===== config.mk =====
export PLATFORM = sky130hd
export DESIGN_NAME = shift_seq_ctrl_flat
export DESIGN_NICKNAME = d
export VERILOG_FILES = /design/src/rtl/shift_seq_ctrl_pkg.sv /design/src/rtl/shift_seq_ctrl_if.sv /design/src/rtl/shift_seq_ctrl_step_cnt.sv /design/src/rtl/shift_seq_ctrl.sv /design/src/flat_wrapper.sv
export SDC_FILE = /design/constraint.sdc
export NUM_CORES = 1
export LEC_CHECK = 0
export CAP_MARGIN = 20
export CORE_UTILIZATION = 45
export DETAILED_ROUTE_END_ITERATION = 8
export HOLD_SLACK_MARGIN = 0.12
export PLACE_DENSITY = 0.84
export SYNTH_ARGS = -nofsm -noshare
export SYNTH_HDL_FRONTEND = slang
export SYNTH_SLANG_ARGS = --single-unit

===== constraint.sdc =====
create_clock -name CP -period 4.6 [get_ports CP]
set_clock_uncertainty 0.1 [all_clocks]
set_input_delay 0.69 -clock CP [delete_from_list [all_inputs] [get_ports CP]]
set_output_delay 0.69 -clock CP [all_outputs]
set_load 0.005 [all_outputs]

===== src/rtl/shift_seq_ctrl_pkg.sv =====
// Shared encodings for the shift-register command sequencer:
// op codes, register mode codes and the FSM state type.
package shift_seq_ctrl_pkg;

  localparam logic [1:0] OP_LOAD = 2'b00;
  localparam logic [1:0] OP_SHR  = 2'b01;
  localparam logic [1:0] OP_SHL  = 2'b10;
  localparam logic [1:0] OP_ROTR = 2'b11;

  localparam logic [1:0] MODE_HOLD  = 2'b00;
  localparam logic [1:0] MODE_RIGHT = 2'b01;
  localparam logic [1:0] MODE_LEFT  = 2'b10;
  localparam logic [1:0] MODE_LOAD  = 2'b11;

  typedef enum logic [1:0] {
    ST_IDLE,
    ST_EXEC,
    ST_DONE
  } state_e;

endpackage


===== src/rtl/shift_seq_ctrl_if.sv =====
// Command handshake bundle: valid/ready plus op, count, data, fill.
// master drives the command, slave (the sequencer) returns ready.
interface shift_seq_ctrl_if #(
  parameter int WIDTH = 8,
  parameter int CNT_W = 4
);
  logic             cmd_valid;
  logic             cmd_ready;
  logic [1:0]       cmd_op;
  logic [CNT_W-1:0] cmd_cnt;
  logic [WIDTH-1:0] cmd_data;
  logic             cmd_fill;

  modport master (
    output cmd_valid, cmd_op, cmd_cnt,
    output cmd_data, cmd_fill,
    input  cmd_ready
  );

  modport slave (
    input  cmd_valid, cmd_op, cmd_cnt,
    input  cmd_data, cmd_fill,
    output cmd_ready
  );
endinterface


===== src/rtl/shift_seq_ctrl_step_cnt.sv =====
// shift_step_cnt: CNT_W down-counter with load, decrement and a
// last-step flag (count of 0 or 1 means this edge ends the op).
module shift_step_cnt #(
  parameter int CNT_W = 4
) (
  input  logic             clk_i,
  input  logic             rst_ni,
  input  logic             ld_i,
  input  logic [CNT_W-1:0] val_i,
  input  logic             dec_i,
  output logic             last_o
);
  logic [CNT_W-1:0] cnt_q, cnt_d;

  always_comb begin
    cnt_d = cnt_q;
    if (ld_i)
      cnt_d = val_i;
    else if (dec_i)
      cnt_d = cnt_q - CNT_W'(1);
  end

  always_ff @(posedge clk_i or negedge rst_ni) begin
    if (!rst_ni) cnt_q <= '0;
    else         cnt_q <= cnt_d;
  end

  assign last_o = (cnt_q <= CNT_W'(1));
endmodule


===== src/rtl/shift_seq_ctrl.sv =====
// Sequencer driving an 8-bit bidirectional shift register (mode,
// serial fills, parallel data) one command per valid/ready handshake.
// Ports: CP/NCR clock and async low reset, cmd handshake interface,
// q_in register feedback, S1/S0/SL/SR/D register controls, done pulse.
// Macro SHIFT_SEQ_ROTATE_EN enables op 11 as rotate-right; otherwise
// op 11 is a no-op that still pulses done.
module shift_seq_ctrl
  import shift_seq_ctrl_pkg::*;
#(
  parameter int WIDTH = 8,
  parameter int CNT_W = 4
) (
  input  logic             CP,
  input  logic             NCR,
  shift_seq_ctrl_if.slave  cmd,
  input  logic [WIDTH-1:0] q_in,
  output logic             S1,
  output logic             S0,
  output logic             SL,
  output logic             SR,
  output logic [WIDTH-1:0] D,
  output logic             done
);
  state_e           state_q, state_d;
  logic [1:0]       mode_q, mode_d;
  logic             sl_q, sl_d;
  logic             sr_q, sr_d;
  logic [WIDTH-1:0] d_q, d_d;
  logic             done_q, done_d;
  logic             cnt_ld, cnt_dec, last;
  logic [CNT_W-1:0] cnt_val;
  logic             cnt_zero;

  assign cnt_zero = (cmd.cmd_cnt == '0);

  shift_step_cnt #(.CNT_W(CNT_W)) u_cnt (
    .clk_i  (CP),
    .rst_ni (NCR),
    .ld_i   (cnt_ld),
    .val_i  (cnt_val),
    .dec_i  (cnt_dec),
    .last_o (last)
  );

`ifdef SHIFT_SEQ_ROTATE_EN
  logic rot_q, rot_d;
`else
  logic unused_q_in;
  assign unused_q_in = ^q_in;
`endif

  always_comb begin
    state_d = state_q;
    mode_d  = mode_q;
    sl_d    = sl_q;
    sr_d    = sr_q;
    d_d     = d_q;
    done_d  = 1'b0;
    cnt_ld  = 1'b0;
    cnt_dec = 1'b0;
    cnt_val = cmd.cmd_cnt;
`ifdef SHIFT_SEQ_ROTATE_EN
    rot_d   = rot_q;
`endif
    unique case (1'b1)
      state_q == ST_IDLE: begin
        if (cmd.cmd_valid) begin
          state_d = ST_EXEC;
          cnt_ld  = 1'b1;
          sl_d    = 1'b0;
          sr_d    = 1'b0;
          unique case (1'b1)
            cmd.cmd_op == OP_LOAD: begin
              mode_d  = MODE_LOAD;
              d_d     = cmd.cmd_data;
              cnt_val = '0;
            end
            cmd.cmd_op == OP_SHR: begin
              mode_d = cnt_zero ? MODE_HOLD : MODE_RIGHT;
              sr_d   = cmd.cmd_fill;
            end
            cmd.cmd_op == OP_SHL: begin
              mode_d = cnt_zero ? MODE_HOLD : MODE_LEFT;
              sl_d   = cmd.cmd_fill;
            end
            default: begin
`ifdef SHIFT_SEQ_ROTATE_EN
              mode_d = cnt_zero ? MODE_HOLD : MODE_RIGHT;
              rot_d  = 1'b1;
`else
              mode_d  = MODE_HOLD;
              cnt_val = '0;
`endif
            end
          endcase
        end
      end
      state_q == ST_EXEC: begin
        if (last) begin
          state_d = ST_DONE;
          mode_d  = MODE_HOLD;
          done_d  = 1'b1;
`ifdef SHIFT_SEQ_ROTATE_EN
          rot_d   = 1'b0;
`endif
        end else begin
          cnt_dec = 1'b1;
        end
      end
      state_q == ST_DONE: state_d = ST_IDLE;
      default:            state_d = ST_IDLE;
    endcase
  end

  always_ff @(posedge CP or negedge NCR) begin
    if (!NCR) begin
      state_q <= ST_IDLE;
      mode_q  <= MODE_HOLD;
      sl_q    <= 1'b0;
      sr_q    <= 1'b0;
      d_q     <= '0;
      done_q  <= 1'b0;
`ifdef SHIFT_SEQ_ROTATE_EN
      rot_q   <= 1'b0;
`endif
    end else begin
      state_q <= state_d;
      mode_q  <= mode_d;
      sl_q    <= sl_d;
      sr_q    <= sr_d;
      d_q     <= d_d;
      done_q  <= done_d;
`ifdef SHIFT_SEQ_ROTATE_EN
      rot_q   <= rot_d;
`endif
    end
  end

  assign cmd.cmd_ready = (state_q == ST_IDLE);
  assign S1   = mode_q[1];
  assign S0   = mode_q[0];
  assign SL   = sl_q;
  assign D    = d_q;
  assign done = done_q;

  // Rotation feeds the current LSB back in as the MSB fill.
`ifdef SHIFT_SEQ_ROTATE_EN
  assign SR = rot_q ? q_in[0] : sr_q;
`else
  assign SR = sr_q;
`endif
endmodule

===== src/flat_wrapper.sv =====
// flat-port wrapper written by rule: the top's interface ports become plain ports
module shift_seq_ctrl_flat import shift_seq_ctrl_pkg::*;
#(
  parameter int WIDTH = 8,
  parameter int CNT_W = 4
)
  (CP, NCR, q_in, S1, S0, SL, SR, D, done, cmd_cmd_valid, cmd_cmd_op, cmd_cmd_cnt, cmd_cmd_data, cmd_cmd_fill, cmd_cmd_ready);
  shift_seq_ctrl_if #(.WIDTH(WIDTH), .CNT_W(CNT_W)) cmd_i ();
  input  logic CP;
  input  logic NCR;
  input  logic [WIDTH-1:0] q_in;
  output logic S1;
  output logic S0;
  output logic SL;
  output logic SR;
  output logic [WIDTH-1:0] D;
  output logic done;
  input wire logic [$bits(cmd_i.cmd_valid)-1:0] cmd_cmd_valid;
  input wire logic [$bits(cmd_i.cmd_op)-1:0] cmd_cmd_op;
  input wire logic [$bits(cmd_i.cmd_cnt)-1:0] cmd_cmd_cnt;
  input wire logic [$bits(cmd_i.cmd_data)-1:0] cmd_cmd_data;
  input wire logic [$bits(cmd_i.cmd_fill)-1:0] cmd_cmd_fill;
  output wire logic [$bits(cmd_i.cmd_ready)-1:0] cmd_cmd_ready;
  assign cmd_i.cmd_valid = cmd_cmd_valid;
  assign cmd_i.cmd_op = cmd_cmd_op;
  assign cmd_i.cmd_cnt = cmd_cmd_cnt;
  assign cmd_i.cmd_data = cmd_cmd_data;
  assign cmd_i.cmd_fill = cmd_cmd_fill;
  assign cmd_cmd_ready = cmd_i.cmd_ready;
  shift_seq_ctrl #(.WIDTH(WIDTH), .CNT_W(CNT_W)) u_core (.CP(CP), .NCR(NCR), .cmd(cmd_i), .q_in(q_in), .S1(S1), .S0(S0), .SL(SL), .SR(SR), .D(D), .done(done));
endmodule

---- Word level (Yosys, flattened, before mapping) ----
Cells that the tools add are included.
storage, ports and cells
  bits in registers ....................... 19
  logic and storage cells ................. 46
cells by class
  $add $sub $neg .......................... 1
  multiplexer cells ....................... 22
  equality and inequality tests ........... 5
  reduce and logical (&&, ||, !) cells .... 10
  $lt $le $gt $ge ......................... 1
operators by type and width
  operator                                             count
  two-way mux 4 bit                                    5
  two-way mux 2 bit                                    5
  two-way mux 1 bit                                    9
  case mux 2 bit (2 select lines)                      2
  case mux 2 bit (3 select lines)                      1
  AND reduction 3 bit                                  2
  == test 2 x 1 -> 1 bit, second input constant        2
  <= comparator 4 x 1 -> 1 bit, second input constant  1
  zero test 2 bit                                      2
  zero test 4 bit                                      1
  AND reduction 2 bit                                  2
  nonzero test 2 bit                                   2
  subtractor 4 x 1 -> 4 bit, second input constant     1
  == test 2 bit, second input constant                 1
  != test 2 x 1 -> 1 bit, second input constant        1
  != test 2 bit, second input constant                 1
  OR reduction 2 bit                                   1

---- Depth between registers and ports, before layout ----
Gate-level depths: netlist of run 1.
  depth after elaboration ................. 6
  gate-level depth with buffers ........... 6
  depth with buffers taken out ............ 6

---- By module ----
From an unflattened synthesis of run 1, not the netlist that was laid out.
unflattened totals
  cells, all modules ...................... 82
  area, all modules ....................... 952.2 um^2
modules (own cells, without submodules)
  module          times used  area an instance (um^2)  cells each
  shift_seq_ctrl  1           708.2                    59
  shift_step_cnt  1           244.0                    23

---- Worst setup path before layout of run 1 ----
Ideal clock, no wire load.
  path type ............................... input to register
  start ................................... input port cmd_cmd_op[0]
  end ..................................... register u_core.d_q[0], in the netlist u_core.D[0]
  path slack .............................. 2846 ps
  arrival time ............................ 1529 ps
  stages .................................. 5
  setup time .............................. 125 ps
  required time ........................... 4375 ps
  cell sequence ........................... inv_1 > ha_1 > and3_4 > buf_6 > mux2_4
on the way
  longest elaborated chain between the ends .. 2
RTL lines
  what                           line                   text
  start, declared                flat_wrapper.sv:19     input wire logic [$bits(cmd_i.cmd_op)-1:0] cmd_cmd_op;
  zero test 2 bit                shift_seq_ctrl.sv:73   cmd.cmd_op == OP_LOAD: begin
  AND reduction 3 bit (no line)  -
  end signal, assigned           shift_seq_ctrl.sv:121  d_q <= '0;
  end signal, assigned           shift_seq_ctrl.sv:131  d_q <= d_d;
  end, declared                  shift_seq_ctrl.sv:28   logic [WIDTH-1:0] d_q, d_d;
No other way between the ends.
A chain may end at the register's enable or synchronous reset.

---- Worst setup path in the final report of run 1 ----
  start ................................... register u_core.state_q[0]
  end ..................................... output port cmd_cmd_ready
on the way
  longest elaborated chain between the ends .. 1
RTL lines
  what                    line                   text
  start, declared         shift_seq_ctrl.sv:24   state_e state_q, state_d;
  start signal, assigned  shift_seq_ctrl.sv:127  state_q <= state_d;
  zero test 2 bit         shift_seq_ctrl.sv:139  assign cmd.cmd_ready = (state_q == ST_IDLE);
  end, declared           flat_wrapper.sv:23     output wire logic [$bits(cmd_i.cmd_ready)-1:0] cmd_cmd_ready;
No other way between the ends.

==> results.json, run 1 <==
{
  "die-area_sq_mm": 0.00233,
  "dieHeight_um": 48.3,
  "cts.sinks": 19,
  "cell_internal_pwr_w": 0.000519,
  "synthFlopType": "dfrtp_1",
  "drt-vias-per-instance": 5.28,
  "final_cell_mix": "clkdlybuf4s50_1, dfrtp_1, a21oi_1",
  "grt_pass1_vias": 736,
  "routed_wl_um": 1910,
  "crit_fanout": 5,
  "start_kind": "flip-flop",
  "drive_above_1_share_pct": 15.8,
  "path_clk_slew_ns": 0.11,
  "cts_setup_buffers": 0,
  "synth-seq-cells": 19,
  "synthArstFlopShare_pct": 100,
  "fin_nets": 147,
  "root_buffer": "clkbuf_4",
  "cp.buffers_inverters": 1,
  "timing.rr.end": "u_core.u_cnt.cnt_q[1]$_DFFE_PN0P_",
  "cp_slowest_cell": "clkdlybuf4s50_1",
  "fillers": 137,
  "path_depth": 2,
  "swShare_pct": 33.7,
  "wire_per_inst_um": 13.6,
  "place_ws_ns": 2.28,
  "mostFrequentLayoutCell": "clkdlybuf4s50_1",
  "start_util_pct": 48.7,
  "whs_ns": 0.402,
  "fin_cells": 141,
  "combPwrFrac_pct": 49.3,
  "max-slew-margin-rel_pct": 46.5,
  "drt_iter0_drc": 10,
  "power_frac_seq_pct": 39.8,
  "fin_ws_ns": 2.35,
  "vias": 744,
  "io_buffers": 31,
  "r2r_setup_slack_ns": 2.83,
  "cts_resized": 0,
  "cts_max_path_buffers": 2,
  "fp.dieW_um": 48.3,
  "max_freq_mhz": 445,
  "critPathTopFamily": "buffers and inverters",
  "synth_edf_count": 0,
  "grt_pass1_wl_um": 3360,
  "fin_tns_setup_ns": 0,
  "power_density_mw_per_mm2": 594,
  "grt_start_max_net_pins": 20,
  "yosys.area_share.simple_pct": 11.9,
  "p_leak_nw": 0.569,
  "min_to": "u_core.SL$_DFFE_PN0N_",
  "post-place-cells": 137,
  "antenna_found_initial": 0,
  "syn_inst": 81,
  "setup_viol": 0,
  "path_class": "reg -> out",
  "ff2ff_path_depth": 6,
  "ys_types": 22,
  "tightest_slew_ns": 0.800,
  "fp.coreArea_sq_mm": 0.00198,
  "yosysSeqAreaShare_pct": 49.3,
  "n_antenna_cell": 0,
  "cts_made_buffers": 3,
  "synthXorXnorAreaFrac_pct": 0.908,
  "status": "finished, final reports clean",
  "hold_buffers": 0,
  "fin_crit_sh_pct": 48.9,
  "gp_congestion": 0.713,
  "synth_mux_area_share_pct": 14.7,
  "synth_top_family_by_area": "multiplexers",
  "synth_fa_ha_area_share_pct": 7.78,
  "vdd_drop_max_uv": 266,
  "io_pins": 40,
  "seqCellArea_sq_um": 475,
  "ys.warnings.count": 0,
  "end_kind": "primary output",
  "first_pass_iters": 2,
  "grt-ovfl-total": 0,
  "p_switching_w": 0.000264,
  "hp-start": "u_core.SL$_DFFE_PN0N_",
  "r2r-start": "u_core.u_cnt.cnt_q[0]$_DFFE_PN0P_",
  "syn_area_sq_um": 965,
  "multi_input_area_sq_um": 454,
  "critPathRequiredTime_ns": 3.81,
  "track_usage_pct": 19.7,
  "hold_viol_final": 0,
  "cpPeakStageDelay_ns": 0.52,
  "hold_path.class": "reg -> reg",
  "rsz0062_at_grt": "no",
  "htreeDepth": 1,
  "hpwl_um": 1430,
  "clkPwrFrac_pct": 10.9,
  "min_period_ns": 2.25,
  "drv_slew": 0,
  "area_growth_syn_to_layout_pct": 36.7,
  "max_cap_violations": 0,
  "tritoncts": "built",
  "clock_latency_ns": 0.30,
  "syn_nets": 113,
  "syn_area_per_cell_sq_um": 11.9,
  "drtAntennaViolNets": 0,
  "row_count": 16,
  "worstPathArrival_ns": 1.46,
  "drcViolationCount": 0,
  "synth_compound_area_share_pct": 11.8,
  "crit_chain": "nor2_2 > clkdlybuf4s50_1",
  "hold_depth": 2
}
per-layer routing:
metal  vias to the layer above  share of wire, %  global-route usage (%)
met3                         5               5.9                    5.66
li1                        353                 -                       -
met5                         -                 0                       0
met1                       357                43                    22.5
met4                         0               3.3                    14.7
met2                        29                48                    31.5
synth_stat cells, drive strengths merged, types with 2 or more instances:
cell | count | area [sq um]
mux2 | 9 | 131
nand2 | 9 | 33.8
inv | 5 | 18.8
nor3 | 2 | 10.0
dfrtp | 19 | 475
ha | 6 | 75.1
nor4 | 3 | 18.8
buf | 2 | 16.3
a21oi | 12 | 60.1
o21ai | 2 | 10.0
nor2 | 2 | 12.5
o32ai | 2 | 17.5
nand2b | 2 | 15.0
worst register-to-register path: cells and delay by family (launching register included):
kind | cells | cell delay, ns
compound gates | 2 | 0.42
flops | 1 | 0.41
mux | 1 | 0.37
fa+ha+maj | 1 | 0.22
buf+inv | 1 | 0.10
simple gates | 1 | 0.09
cells by family after synthesis:
| group | after synthesis |
|---|---|
| fa+ha+maj | 6 |
| flops | 19 |
| mux | 10 |
| simple gates | 21 |
| buf+inv | 7 |
| xor+xnor | 1 |
| compound gates | 17 |
per-stage QoR:
| step | util (%) | instance area (sq um) | power (W) |
|---|---|---|---|
| after detailed placement | 65.2 | 1290 | 0.000699 |
| after global routing | 66.5 | 1320 | 0.000844 |
| final | 66.5 | 1320 | 0.000784 |
| after CTS | 66.5 | 1320 | 0.000788 |
| after global placement | 65.2 | 1290 | 0.000685 |
| after floorplan | - | 965 | 0.000529 |
how the worst max path moves through the flow:
stage,from,to
global route,u_core.state_q[0]$_DFFE_PN0P_,cmd_cmd_ready
CTS,u_core.state_q[0]$_DFFE_PN0P_,cmd_cmd_ready
detailed placement,cmd_cmd_op[0],u_core.D[0]$_DFFE_PN0P_
floorplan,cmd_cmd_op[0],u_core.D[0]$_DFFE_PN0P_
finish,u_core.state_q[0]$_DFFE_PN0P_,cmd_cmd_ready
global placement,cmd_cmd_op[0],u_core.D[7]$_DFFE_PN0P_
cell type report:
type / count / share of cell area (%)
clock buffer: 4 / 1.99
inverter: 5 / 1.42
multi-input combinational: 55 / 34.4
sequential: 19 / 36.1
tap: 27 / 2.56
timing repair buffer: 31 / 23.5
sequential cells by signal, summed over array words and instances (netlist names):
name,cells
u_core.D,8
u_core.SL,1
u_core.SR,1
u_core.done,1
u_core.mode_q,2
u_core.state_q,2
u_core.u_cnt.cnt_q,4
power groups by stage:
stage | registers, W | clock network, W | logic (W)
final | 0.000312 | 0.0000852 | 0.000386
after global routing | 0.000325 | 0.0000943 | 0.000424
after CTS | 0.000311 | 0.0000874 | 0.000389
after detailed placement | 0.000314 | 0 | 0.000386
after global placement | 0.000308 | 0 | 0.000377
after floorplan | 0.000309 | 0 | 0.000220
No activity file was read; power rests on OpenSTA's default activity.
==> run 2, diff against run 1 <==
--- a/config.mk
+++ b/config.mk
@@ -6,10 +6,10 @@
 export NUM_CORES = 1
 export LEC_CHECK = 0
 export CAP_MARGIN = 20
-export CORE_UTILIZATION = 45
+export CORE_UTILIZATION = 42
 export DETAILED_ROUTE_END_ITERATION = 8
 export HOLD_SLACK_MARGIN = 0.12
-export PLACE_DENSITY = 0.84
+export PLACE_DENSITY = 0.79
 export SYNTH_ARGS = -nofsm -noshare
 export SYNTH_HDL_FRONTEND = slang
 export SYNTH_SLANG_ARGS = --single-unit
==> constraint.sdc (replaced) <==
create_clock -name CP -period 2.1 [get_ports CP]
set_clock_uncertainty 0.1 [all_clocks]
set_input_delay 0.315 -clock CP [delete_from_list [all_inputs] [get_ports CP]]
set_output_delay 0.315 -clock CP [all_outputs]
set_load 0.005 [all_outputs]
==> run 2 against run 1 <==
  * Non-clock buffer count grew 1
  * Sequential cell count is the same
  * Utilization shrank 2.2 points
  * Largest cell class unchanged
==> results.json, run 2 (synthesized netlist as in run 1, its figures left out) <==
{
  "multi_input_area_sq_um": 454,
  "n_antenna_cell": 0,
  "critPathTopFamily": "buffers and inverters",
  "max-slew-margin-rel_pct": 66.3,
  "grt-ovfl-total": 0,
  "crit_chain": "nor2_2 > clkdlybuf4s50_1",
  "path_class": "reg -> out",
  "cts_made_buffers": 3,
  "fp.coreArea_sq_mm": 0.00206,
  "cp.buffers_inverters": 1,
  "rsz0062_at_grt": "no",
  "io_buffers": 31,
  "cts.sinks": 19,
  "fillers": 174,
  "setup_viol": 0,
  "area_growth_syn_to_layout_pct": 37.5,
  "grt_pass1_vias": 678,
  "whs_ns": 0.242,
  "p_leak_nw": 0.574,
  "drt-vias-per-instance": 5.35,
  "root_buffer": "clkbuf_4",
  "grt_pass1_wl_um": 2890,
  "cts_resized": 0,
  "mostFrequentLayoutCell": "clkdlybuf4s50_1",
  "final_area_sq_mm": 0.00133,
  "cp_slowest_cell": "clkdlybuf4s50_1",
  "start_kind": "flip-flop",
  "final_cell_mix": "clkdlybuf4s50_1, dfrtp_1, a21oi_1",
  "hold_viol_final": 0,
  "hpwl_um": 1430,
  "gp_congestion": 0.746,
  "status": "finished, final reports clean",
  "worstPathArrival_ns": 1.47,
  "cts_setup_buffers": 0,
  "grt_start_max_net_pins": 20,
  "tightest_slew_ns": 0.500,
  "clock_latency_ns": 0.30,
  "seqCellArea_sq_um": 475,
  "tritoncts": "built",
  "wire_per_inst_um": 12.8,
  "cpPeakStageDelay_ns": 0.52,
  "start_util_pct": 46.8,
  "hold_buffers": 0,
  "vdd_drop_max_uv": 731,
  "io_pins": 40,
  "max_freq_mhz": 530,
  "row_count": 16,
  "fin_tns_setup_ns": 0,
  "htreeDepth": 1,
  "end_kind": "primary output",
  "cts_max_path_buffers": 2,
  "crit_fanout": 5,
  "track_usage_pct": 16.1,
  "drv_slew": 0,
  "power_density_mw_per_mm2": 1290,
  "die-area_sq_mm": 0.00249,
  "drive_above_1_share_pct": 16.5,
  "largest_reg_flops": 8,
  "hold_path.class": "in -> async",
  "routed_wl_um": 1820,
  "drtAntennaViolNets": 0,
  "placed_area_sq_mm": 0.00130,
  "fin_nets": 148,
  "first_pass_iters": 4,
  "drt_iter0_drc": 7,
  "final_util_pct": 64.3,
  "dieHeight_um": 49.9,
  "vias": 759,
  "antenna_found_initial": 0,
  "drcViolationCount": 0,
  "path_clk_slew_ns": 0.11,
  "fp.dieW_um": 49.9,
  "max_cap_violations": 0,
  "fin_crit_sh_pct": 89.8,
  "critPathRequiredTime_ns": 1.68,
  "min_period_ns": 1.89
}
[run 2: path summary, 6_finish.rpt]
check	slack, ns	to	cells past startpoint	from
max	0.21	cmd_cmd_ready	2	u_core.state_q[0]$_DFFE_PN0P_
min	0.24	u_core.D[0]$_DFFE_PN0P_	2	NCR
max reg2reg	0.30	u_core.u_cnt.cnt_q[1]$_DFFE_PN0P_	6	u_core.u_cnt.cnt_q[0]$_DFFE_PN0P_
min reg2reg	0.39	u_core.SR$_DFFE_PN0N_	2	u_core.SR$_DFFE_PN0N_
max in group asynchronous	1.46	u_core.D[3]$_DFFE_PN0P_	2	NCR
min in group CP	0.39	u_core.SR$_DFFE_PN0N_	2	u_core.SR$_DFFE_PN0N_
[run 2: metrics by stage]
stage          cells  setup slack (ns)  power [W]
2_1_floorplan     81             0.476    0.00116
3_3_place_gp     138             0.203    0.00150
3_5_place_dp     138             0.173    0.00154
4_1_cts          142             0.220    0.00172
5_1_grt          142             0.147    0.00183
6_report         142             0.214    0.00172
[run 2: layer usage]
layer / GRT usage [%] / share of wire (%)
met4: 10.0 / 2.5
met2: 27.5 / 48
met1: 18.2 / 43
met5: 0 / 0
met3: 3.09 / 6.7
[run 2: final cells by class]
class / count / area share [%]
inverters: 5 / 1.42
repair buffers: 32 / 24.0
multi-input cells: 55 / 34.2
well taps: 27 / 2.55
flip-flops and latches: 19 / 35.8
clock buffers: 4 / 1.98
[run 2: report_power, final]
group          internal, W  total [W]  switching, W
registers         0.000537   0.000682      0.000145
logic             0.000527   0.000848      0.000321
clock network    0.0000740   0.000186      0.000112
total              0.00114    0.00172      0.000577
==> run 3, diff against run 2 <==
--- a/config.mk
+++ b/config.mk
@@ -6,10 +6,10 @@
 export NUM_CORES = 1
 export LEC_CHECK = 0
 export CAP_MARGIN = 20
-export CORE_UTILIZATION = 42
+export CORE_UTILIZATION = 45
 export DETAILED_ROUTE_END_ITERATION = 8
 export HOLD_SLACK_MARGIN = 0.12
-export PLACE_DENSITY = 0.79
+export PLACE_DENSITY = 0.84
 export SYNTH_ARGS = -nofsm -noshare
 export SYNTH_HDL_FRONTEND = slang
 export SYNTH_SLANG_ARGS = --single-unit
==> constraint.sdc (replaced) <==
create_clock -name CP -period 2.25 [get_ports CP]
set_clock_uncertainty 0.1 [all_clocks]
set_input_delay 0.3375 -clock CP [delete_from_list [all_inputs] [get_ports CP]]
set_output_delay 0.3375 -clock CP [all_outputs]
set_load 0.005 [all_outputs]
==> run 3 against run 2 <==
  * Cell area is essentially flat
  * First-iteration DRC count grew 86%
  * Sequential power shrank 6.0%
  * Utilization grew 2.7 points
  * Largest power group unchanged
  * Sequential share of layout area is essentially flat
  * Via count shrank 3.0%
  * Power shrank 6.7%
  * Largest cell class unchanged
  * Die area shrank 6.4%
  * Critical path depth is the same
==> results.json, run 3 (synthesized netlist as in run 1, its figures left out) <==
{
  "status": "finished, final reports clean",
  "drt-vias-per-instance": 5.18,
  "wire_per_inst_um": 13.6,
  "ff2ff_path_depth": 6,
  "root_buffer": "clkbuf_4",
  "final_util_pct": 67.0,
  "row_count": 16,
  "p_switching_w": 0.000541,
  "mostFrequentLayoutCell": "clkdlybuf4s50_1",
  "dieHeight_um": 48.3,
  "hold_viol_final": 0,
  "place_ws_ns": 0.292,
  "tightest_slew_ns": 0.530,
  "max-slew-margin-rel_pct": 64.3,
  "fp.coreArea_sq_mm": 0.00198,
  "setup_viol": 0,
  "hold_buffers": 0,
  "end_kind": "primary output",
  "combPwrFrac_pct": 49.1,
  "p_leak_nw": 0.577,
  "grt_pass1_wl_um": 3310,
  "drcViolationCount": 0,
  "timing.rr.end": "u_core.u_cnt.cnt_q[1]$_DFFE_PN0P_",
  "worstPathArrival_ns": 1.46,
  "first_pass_iters": 4,
  "io_buffers": 31,
  "io_pins": 40,
  "path_clk_slew_ns": 0.11,
  "grt_pass1_vias": 758,
  "clkPwrFrac_pct": 10.8,
  "grt_start_max_net_pins": 20,
  "cts_made_buffers": 3,
  "path_class": "reg -> out",
  "routed_wl_um": 1930,
  "cp-startpoint": "u_core.state_q[0]$_DFFE_PN0P_",
  "gp_congestion": 0.700,
  "r2r-start": "u_core.u_cnt.cnt_q[0]$_DFFE_PN0P_",
  "n_antenna_cell": 0,
  "largest_reg_flops": 8,
  "crit_fanout": 5,
  "min_period_ns": 1.90,
  "max_freq_mhz": 527,
  "fin_nets": 148,
  "antenna_found_initial": 0,
  "drive_above_1_share_pct": 17.4,
  "fp.dieW_um": 48.3,
  "critPathRequiredTime_ns": 1.81,
  "clock_latency_ns": 0.29,
  "cts.sinks": 19,
  "drv_slew": 0,
  "drt_iter0_drc": 13,
  "cts_max_path_buffers": 2,
  "cell_internal_pwr_w": 0.00106,
  "cts_setup_buffers": 0,
  "rsz0062_at_grt": "no",
  "hold_path.class": "in -> async",
  "final_cell_mix": "clkdlybuf4s50_1, dfrtp_1, a21oi_1",
  "track_usage_pct": 19.0,
  "start_kind": "flip-flop",
  "die-area_sq_mm": 0.00233,
  "r2r_setup_slack_ns": 0.49,
  "htreeDepth": 1,
  "swShare_pct": 33.8,
  "grt-ovfl-total": 0,
  "hpwl_um": 1440,
  "fin_tns_setup_ns": 0,
  "fin_crit_sh_pct": 84.4,
  "vdd_drop_max_uv": 748,
  "tritoncts": "built",
  "start_util_pct": 48.7,
  "vias": 736,
  "max_cap_violations": 0,
  "cts_resized": 0,
  "power_density_mw_per_mm2": 1210,
  "power_frac_seq_pct": 40.1,
  "area_growth_syn_to_layout_pct": 37.6,
  "fin_ws_ns": 0.352,
  "drtAntennaViolNets": 0
}
==> run 3: power groups by stage <==
stage | Combinational, W | Clock [W] | Sequential (W)
3_5_place_dp | 0.000787 | 0 | 0.000642
4_1_cts | 0.000794 | 0.000177 | 0.000640
6_report | 0.000786 | 0.000173 | 0.000641
3_3_place_gp | 0.000771 | 0 | 0.000629
2_1_floorplan | 0.000450 | 0 | 0.000632
5_1_grt | 0.000865 | 0.000192 | 0.000666
==> run 3: final cells by class <==
cell class	instances	area, sq um
Tap cell	27	33.8
Timing Repair Buffer	32	318
Sequential cell	19	475
Clock inverter	1	5.00
Inverter	5	18.8
Fill cell	153	654
Clock buffer	3	22.5
Multi-Input combinational cell	55	454
==> run 3: per-stage QoR <==
stage / power [W] / std cells / hold slack, ns / area, sq um
floorplan: 0.00108 / 81 / -0.0581 / 965
global placement: 0.00140 / 138 / 0.369 / 1300
detailed placement: 0.00143 / 138 / 0.381 / 1300
CTS: 0.00161 / 142 / 0.263 / 1330
global route: 0.00172 / 142 / 0.273 / 1330
finish: 0.00160 / 142 / 0.260 / 1330
==> run 3: worst max-delay path by stage <==
| stage | endpoint | slack, ns | cells after the start |
|---|---|---|---|
| floorplan | u_core.u_cnt.cnt_q[1]$_DFFE_PN0P_ | 0.63 | 6 |
| global placement | u_core.D[7]$_DFFE_PN0P_ | 0.33 | 5 |
| detailed placement | u_core.D[3]$_DFFE_PN0P_ | 0.29 | 5 |
| CTS | cmd_cmd_ready | 0.35 | 2 |
| global route | cmd_cmd_ready | 0.28 | 2 |
| finish | cmd_cmd_ready | 0.35 | 2 |
==> run 3: per-layer routing <==
layer / track usage [%] / up-vias / share of wire (%)
met1: 22.3 / 337 / 43
met4: 10.8 / 0 / 2.4
met3: 5.35 / 4 / 6.8
met5: 0 / - / 0
li1: - / 358 / -
met2: 31.2 / 37 / 47
==> run 3: worst max-delay path: stages (launching register included) <==
cell and delay (ns):
dfrtp_1 0.47, nor2_2 0.17, clkdlybuf4s50_1 0.52
